==> src/rtl/sort_pkg.sv <==
// Shared types for the in-place memory sorter: row count, address/data types, FSM states.
// No logic; imported by mem_sorter and mem_sorter_cmp.
package sort_pkg;
    localparam int NUM_ROWS = 16;
    localparam int ADDR_W   = (NUM_ROWS > 1) ? $clog2(NUM_ROWS) : 1;

    typedef logic [ADDR_W-1:0] t_addr;
    typedef logic [7:0]        t_data;

    typedef enum logic [2:0] {
        IDLE,
        LOAD,
        SCAN,
        FLUSH,
        DONE
    } t_sort_state;
endpackage

==> src/rtl/mem_sorter_cmp.sv <==
// Compare/carry step of the bubble pass: decides the write and the next carried value.
// Latency: purely combinational.
// Backpressure: none; evaluated every SCAN cycle.
module mem_sorter_cmp
    import sort_pkg::*;
#(
    parameter bit DESCENDING = 1'b0
) (
    input  t_data held,
    input  t_data cur,
    input  logic  dirty,
    output logic  wr_en,
    output logic  wr_sel,
    output t_data next_held,
    output logic  swap
);
    logic gt;

    // Strict compare keeps equal rows in place, which makes the sort stable.
    assign gt        = DESCENDING ? (held < cur) : (held > cur);
    assign swap      = gt;
    assign wr_en     = gt | dirty;
    assign wr_sel    = ~gt;
    assign next_held = gt ? held : cur;
endmodule

==> src/rtl/mem_sorter.sv <==
// In-place bubble sorter over a combinational-read / clocked-write memory; MEM_SORTER_EARLY_EXIT_EN stops after a swap-free pass.
// Latency: a pass with limit L takes L+2 cycles (LOAD, L x SCAN, FLUSH); up to NUM_ROWS-1 passes.
// Backpressure: none; start is ignored while busy, done holds until the next accepted start.
module mem_sorter
    import sort_pkg::*;
#(
    parameter int NUM_ROWS   = sort_pkg::NUM_ROWS,
    parameter bit DESCENDING = 1'b0
) (
    input  logic  clk,
    input  logic  rst_n,
    input  logic  start,
    output logic  busy,
    output logic  done,
    output t_addr rd_addr,
    input  t_data rd_data,
    output logic  wr_en,
    output t_addr wr_addr,
    output t_data wr_data
);
`ifdef MEM_SORTER_EARLY_EXIT_EN
    localparam bit EARLY_EXIT = 1'b1;
`else
    localparam bit EARLY_EXIT = 1'b0;
`endif
    localparam t_addr LAST = t_addr'(NUM_ROWS - 1);

    t_sort_state state, state_nxt;
    t_addr       limit, limit_nxt;
    t_addr       idx, idx_nxt;
    t_data       held, held_nxt;
    logic        dirty, dirty_nxt;
    logic        swapped, swapped_nxt;

    logic  cmp_wr_en;
    logic  cmp_wr_sel;
    t_data cmp_next_held;
    logic  cmp_swap;

    mem_sorter_cmp #(
        .DESCENDING(DESCENDING)
    ) u_cmp (
        .held     (held),
        .cur      (rd_data),
        .dirty    (dirty),
        .wr_en    (cmp_wr_en),
        .wr_sel   (cmp_wr_sel),
        .next_held(cmp_next_held),
        .swap     (cmp_swap)
    );

    always_ff @(posedge clk) begin
        if (!rst_n) begin
            state   <= IDLE;
            limit   <= '0;
            idx     <= '0;
            held    <= '0;
            dirty   <= 1'b0;
            swapped <= 1'b0;
        end else begin
            state   <= state_nxt;
            limit   <= limit_nxt;
            idx     <= idx_nxt;
            held    <= held_nxt;
            dirty   <= dirty_nxt;
            swapped <= swapped_nxt;
        end
    end

    always_comb begin
        state_nxt   = state;
        limit_nxt   = limit;
        idx_nxt     = idx;
        held_nxt    = held;
        dirty_nxt   = dirty;
        swapped_nxt = swapped;
        busy        = 1'b0;
        done        = 1'b0;
        rd_addr     = '0;
        wr_en       = 1'b0;
        wr_addr     = '0;
        wr_data     = '0;

        case (state)
            IDLE: begin
                if (start) begin
                    limit_nxt = LAST;
                    state_nxt = (NUM_ROWS == 1) ? DONE : LOAD;
                end
            end
            LOAD: begin
                busy        = 1'b1;
                rd_addr     = '0;
                held_nxt    = rd_data;
                dirty_nxt   = 1'b0;
                swapped_nxt = 1'b0;
                idx_nxt     = t_addr'(1);
                state_nxt   = SCAN;
            end
            SCAN: begin
                busy    = 1'b1;
                rd_addr = idx;
                // Writes always land one row behind the read, so the two never collide.
                if (cmp_wr_en) begin
                    wr_en   = 1'b1;
                    wr_addr = idx - t_addr'(1);
                    wr_data = cmp_wr_sel ? held : rd_data;
                end
                held_nxt  = cmp_next_held;
                dirty_nxt = cmp_swap;
                if (cmp_swap) begin
                    swapped_nxt = 1'b1;
                end
                if (idx == limit) begin
                    state_nxt = FLUSH;
                end else begin
                    idx_nxt = idx + t_addr'(1);
                end
            end
            FLUSH: begin
                busy = 1'b1;
                if (dirty) begin
                    wr_en   = 1'b1;
                    wr_addr = limit;
                    wr_data = held;
                end
                if ((limit == t_addr'(1)) || (EARLY_EXIT && !swapped)) begin
                    state_nxt = DONE;
                end else begin
                    limit_nxt = limit - t_addr'(1);
                    state_nxt = LOAD;
                end
            end
            DONE: begin
                done = 1'b1;
                if (start) begin
                    limit_nxt = LAST;
                    state_nxt = (NUM_ROWS == 1) ? DONE : LOAD;
                end
            end
            default: begin
                state_nxt = IDLE;
            end
        endcase
    end
endmodule

==> config.mk <==
export PLATFORM = sky130hd
export DESIGN_NAME = mem_sorter
export DESIGN_NICKNAME = d
export VERILOG_FILES = /design/src/rtl/sort_pkg.sv /design/src/rtl/mem_sorter_cmp.sv /design/src/rtl/mem_sorter.sv
export SDC_FILE = /design/constraint.sdc
export NUM_CORES = 1
export LEC_CHECK = 0
export ABC_AREA = 1
export CORE_MARGIN = 1.5
export CORE_UTILIZATION = 34
export CTS_BUF_LIST = sky130_fd_sc_hd__clkbuf_4
export CTS_CLUSTER_DIAMETER = 80
export CTS_CLUSTER_SIZE = 30
export DETAILED_ROUTE_END_ITERATION = 10
export PLACE_DENSITY = 0.62
export SLEW_MARGIN = 15
export SYNTH_ARGS = -nofsm -noshare
export SYNTH_HDL_FRONTEND = slang
export SYNTH_HIERARCHICAL = 1
export SYNTH_SLANG_ARGS = --single-unit
==> constraint.sdc <==
create_clock -name clk -period 2.7 [get_ports clk]
set_clock_uncertainty 0.1 [all_clocks]
set_input_delay 0.405 -clock clk [delete_from_list [all_inputs] [get_ports clk]]
set_output_delay 0.405 -clock clk [all_outputs]
set_load 0.01 [all_outputs]
==> impl_metrics.py <==
metrics = {
    "sta": {
        "finalSetupTns_ns": -0.0230,
        "worst_slack_ns": -0.0106,
        "post-route-period-util_pct": 100,
        "fin_hold_ws_ns": 0.392,
        "setup_viol_count_final": 4,
        "worst_slew_pin_slew_ns": 0.460,
        "slew_violations": 0,
        "slew_headroom_pct": 69.3,
        "fin_crit_ns": 2.71,
        "hold_violations": 0,
        "rsz0062_at_grt": "true",
        "timing.fmax_mhz": 369,
    },
    "logic_synthesis": {
        "yosysSeqAreaShare_pct": 23.9,
        "ys_ff_latch": 20,
        "syn-num-nets": 288,
        "async_flop_share_pct": 0,
        "netlist_area_sq_mm": 0.00167,
        "ys.flop_type": "dfxtp_1",
        "yosys_warnings": 6,
        "synth_xor_area_share_pct": 2.09,
        "synthSimpleGateAreaFrac_pct": 34.4,
        "syn_avg_cell_area_sq_um": 6.31,
        "yosys.area.top_type": "dfxtp_1",
        "synth_top_family_by_area": "simple AND/OR/NAND/NOR gates",
        "yosysUniqueCellTypes": 29,
        "ys_top_cells_by_area": "dfxtp_1 24%, inv_1 12%, nand2_1 11%",
        "synth_mux_area_share_pct": 0,
        "yosys.area_share.adder_pct": 8.98,
        "syn_inst": 265,
        "synth_edf_count": 0,
        "synth_top_area_share_pct": 23.9,
        "synth_compound_area_share_pct": 15.6,
    },
    "grt": {
        "grt_usage_pct": 18.7,
        "antenna_found_initial": 0,
        "grt_max_degree": 14,
        "met3_usage_pct": 2.49,
        "grt_pass1_vias": 1748,
        "grt.busiest_layer": "met2",
        "use_met1_pct": 24.1,
        "overflow": 0,
        "grt_pass1_wl_microns": 7870,
        "met2_usage_pct": 32.6,
    },
    "clock_network": {
        "cts.clk_slew.worst_paths_ns": 0.12,
        "clock_latency_ns": 0.31,
        "htreeDepth": 1,
        "cts-root-buf": "clkbuf_4",
        "cts_hold_buffers": 0,
        "cts_tree": "yes",
        "ctsLongestPathBuffers": 2,
        "cts_made_buffers": 3,
        "cts_sinks": 20,
    },
    "setup_path": {
        "crit_required_ns": 2.19,
        "r2r_cells": 15,
        "crit_fanout": 4,
        "crit_arrival_ns": 2.21,
        "endpoint_kind": "primary output",
        "cp-start-kind": "flip-flop",
        "path_class": "reg -> out",
    },
    "floorplan": {
        "die_w_microns": 73.1,
        "core-area_sq_mm": 0.00472,
        "initial_utilization_pct": 35.4,
        "num_rows": 25,
        "die_h_microns": 73.1,
        "io_pins": 30,
        "die-area_sq_mm": 0.00535,
    },
    "cells_and_area": {
        "instances_no_fill": 386,
        "nets": 343,
        "final_area_sq_mm": 0.00243,
        "area_growth_pct": 45.3,
        "drive_above_1_share_pct": 35.7,
        "diodes": 0,
    },
    "hold_path": {
        "hold_depth": 2,
        "hold_class": "reg -> reg",
    },
    "place": {
        "place_inst": 376,
        "placed_cell_area_sq_mm": 0.00217,
        "gp_congestion": 0.860,
        "portBuffers": 29,
        "dp_hpwl_microns": 3300,
    },
    "pwr": {
        "ir_drop_mv": 0.437,
        "power_leakage_nw": 1.16,
        "p_total_mw": 1.79,
        "p_per_area_mw_per_mm2": 738,
    },
    "routing": {
        "detail-route-antenna-nets": 0,
        "vias_per_cell": 4.77,
        "routed_wl_microns": 4720,
        "drc": 0,
        "wl_per_cell_microns": 12.2,
        "dr.first_iter.drc_count": 122,
        "dr.pass1.iters": 4,
        "vias": 1841,
    },
    "run_status": {
        "violations": "negative setup slack",
        "outcome": "complete, but fails checks",
    },
    "run": {
        "cap_violations": 0,
    },
}
==> cells in the final DEF (no fill, tap or decap), types with 2 or more instances in the layout <==
cell type,count
nand2_1,45
inv_1,44
buf_4,25
nor2_1,24
nand2_2,19
nand3_1,17
a21oi_1,12
dfxtp_1,12
o21ai_0,11
inv_2,10
buf_2,10
o22ai_2,8
o22ai_1,8
dfxtp_2,8
clkdlybuf4s50_1,8
ha_4,8
clkdlybuf4s15_1,5
ha_1,4
clkbuf_2,4
buf_6,4
nand2_4,4
nor3_1,3
clkbuf_4,3
nor2_4,2
a21oi_4,2
xnor2_1,2
xor2_1,2
a21boi_0,2
dlygate4sd2_1,2
nor2_2,2
==> through the flow <==
| step | utilization (%) | worst slack (ns) |
|---|---|---|
| finish | 51.4 | -0.0106 |
| floorplan | - | 0.0973 |
| global placement | 46.0 | -0.878 |
| detailed placement | 46.0 | -0.907 |
| CTS | 50.3 | -0.0179 |
| global route | 51.4 | -0.113 |
==> layer usage <==
| metal | vias up | part of all wire [%] |
|---|---|---|
| met2 | 36 | 50 |
| met3 | 4 | 2.5 |
| met5 | - | 0 |
| li1 | 947 | - |
| met1 | 854 | 46 |
| met4 | 0 | 1.1 |
==> kinds of logic after synthesis <==
kind of cell,after synthesis
AO/OA/AOI/OAI,46
XOR/XNOR,4
buffers and inverters,62
AND/OR/NAND/NOR,121
adder cells (fa/ha/maj),12
flip-flops,20
==> cell usage after synthesis (2+ instances only) <==
master / count
a21boi_0: 2
a21oi_1: 14
buf_2: 2
buf_4: 2
clkbuf_1: 3
dfxtp_1: 20
ha_1: 12
inv_1: 52
inv_2: 2
nand2_1: 49
nand2_2: 18
nand3_1: 17
nor2_1: 25
nor2_2: 2
nor3_1: 3
o21ai_0: 11
o22ai_1: 16
or2_0: 2
xnor2_1: 2
xor2_1: 2
==> path summary, 6_finish.rpt <==
path	startpoint	endpoint	slack [ns]
min	dirty$_SDFFE_PN0P_	dirty$_SDFFE_PN0P_	0.39
max	held[7]$_SDFFE_PN0P_	wr_data[5]	-0.01
max reg2reg	held[7]$_SDFFE_PN0P_	held[7]$_SDFFE_PN0P_	0.53
min reg2reg	dirty$_SDFFE_PN0P_	dirty$_SDFFE_PN0P_	0.39
==> power by group <==
| part | leakage, nW | switching, mW | internal, mW |
|---|---|---|---|
| Clock | 0.0279 | 0.100 | 0.150 |
| Sequential | 0.167 | 0.0883 | 0.386 |
| Combinational | 0.960 | 0.619 | 0.450 |
==> final cells by class <==
cell class	count	area, sq um
clock inverter	1	30.0
sequential	20	410
fill	463	2290
inverter	54	203
timing repair buffer	58	450
tap	67	83.8
multi-input combinational	183	1230
clock buffer	3	22.5
==> registers in the layout, indices dropped and copies added (netlist names) <==
name / flops
held: 8
dirty: 1
idx: 4
limit: 4
state: 3
==> repair_timing <==
action / 4_1_cts / 5_1_grt
buffers inserted: 5 / 2
gates resized for setup: 94 / 22
setup endpoints to repair: 13 / 12
pin swaps: 19 / 12
==> critical path, stage by stage (launching register included) <==
cell	delay [ns]
dfxtp_2	0.36
ha_4	0.28
nand2_4	0.06
nor2_4	0.13
nand2_2	0.08
nand2_4	0.07
nand2_4	0.05
nand2_2	0.05
inv_2	0.04
nor2_4	0.12
inv_2	0.05
or2_4	0.24
buf_6	0.13
o22ai_2	0.09
buf_2	0.15
No activity file was read; power rests on OpenSTA's default activity.
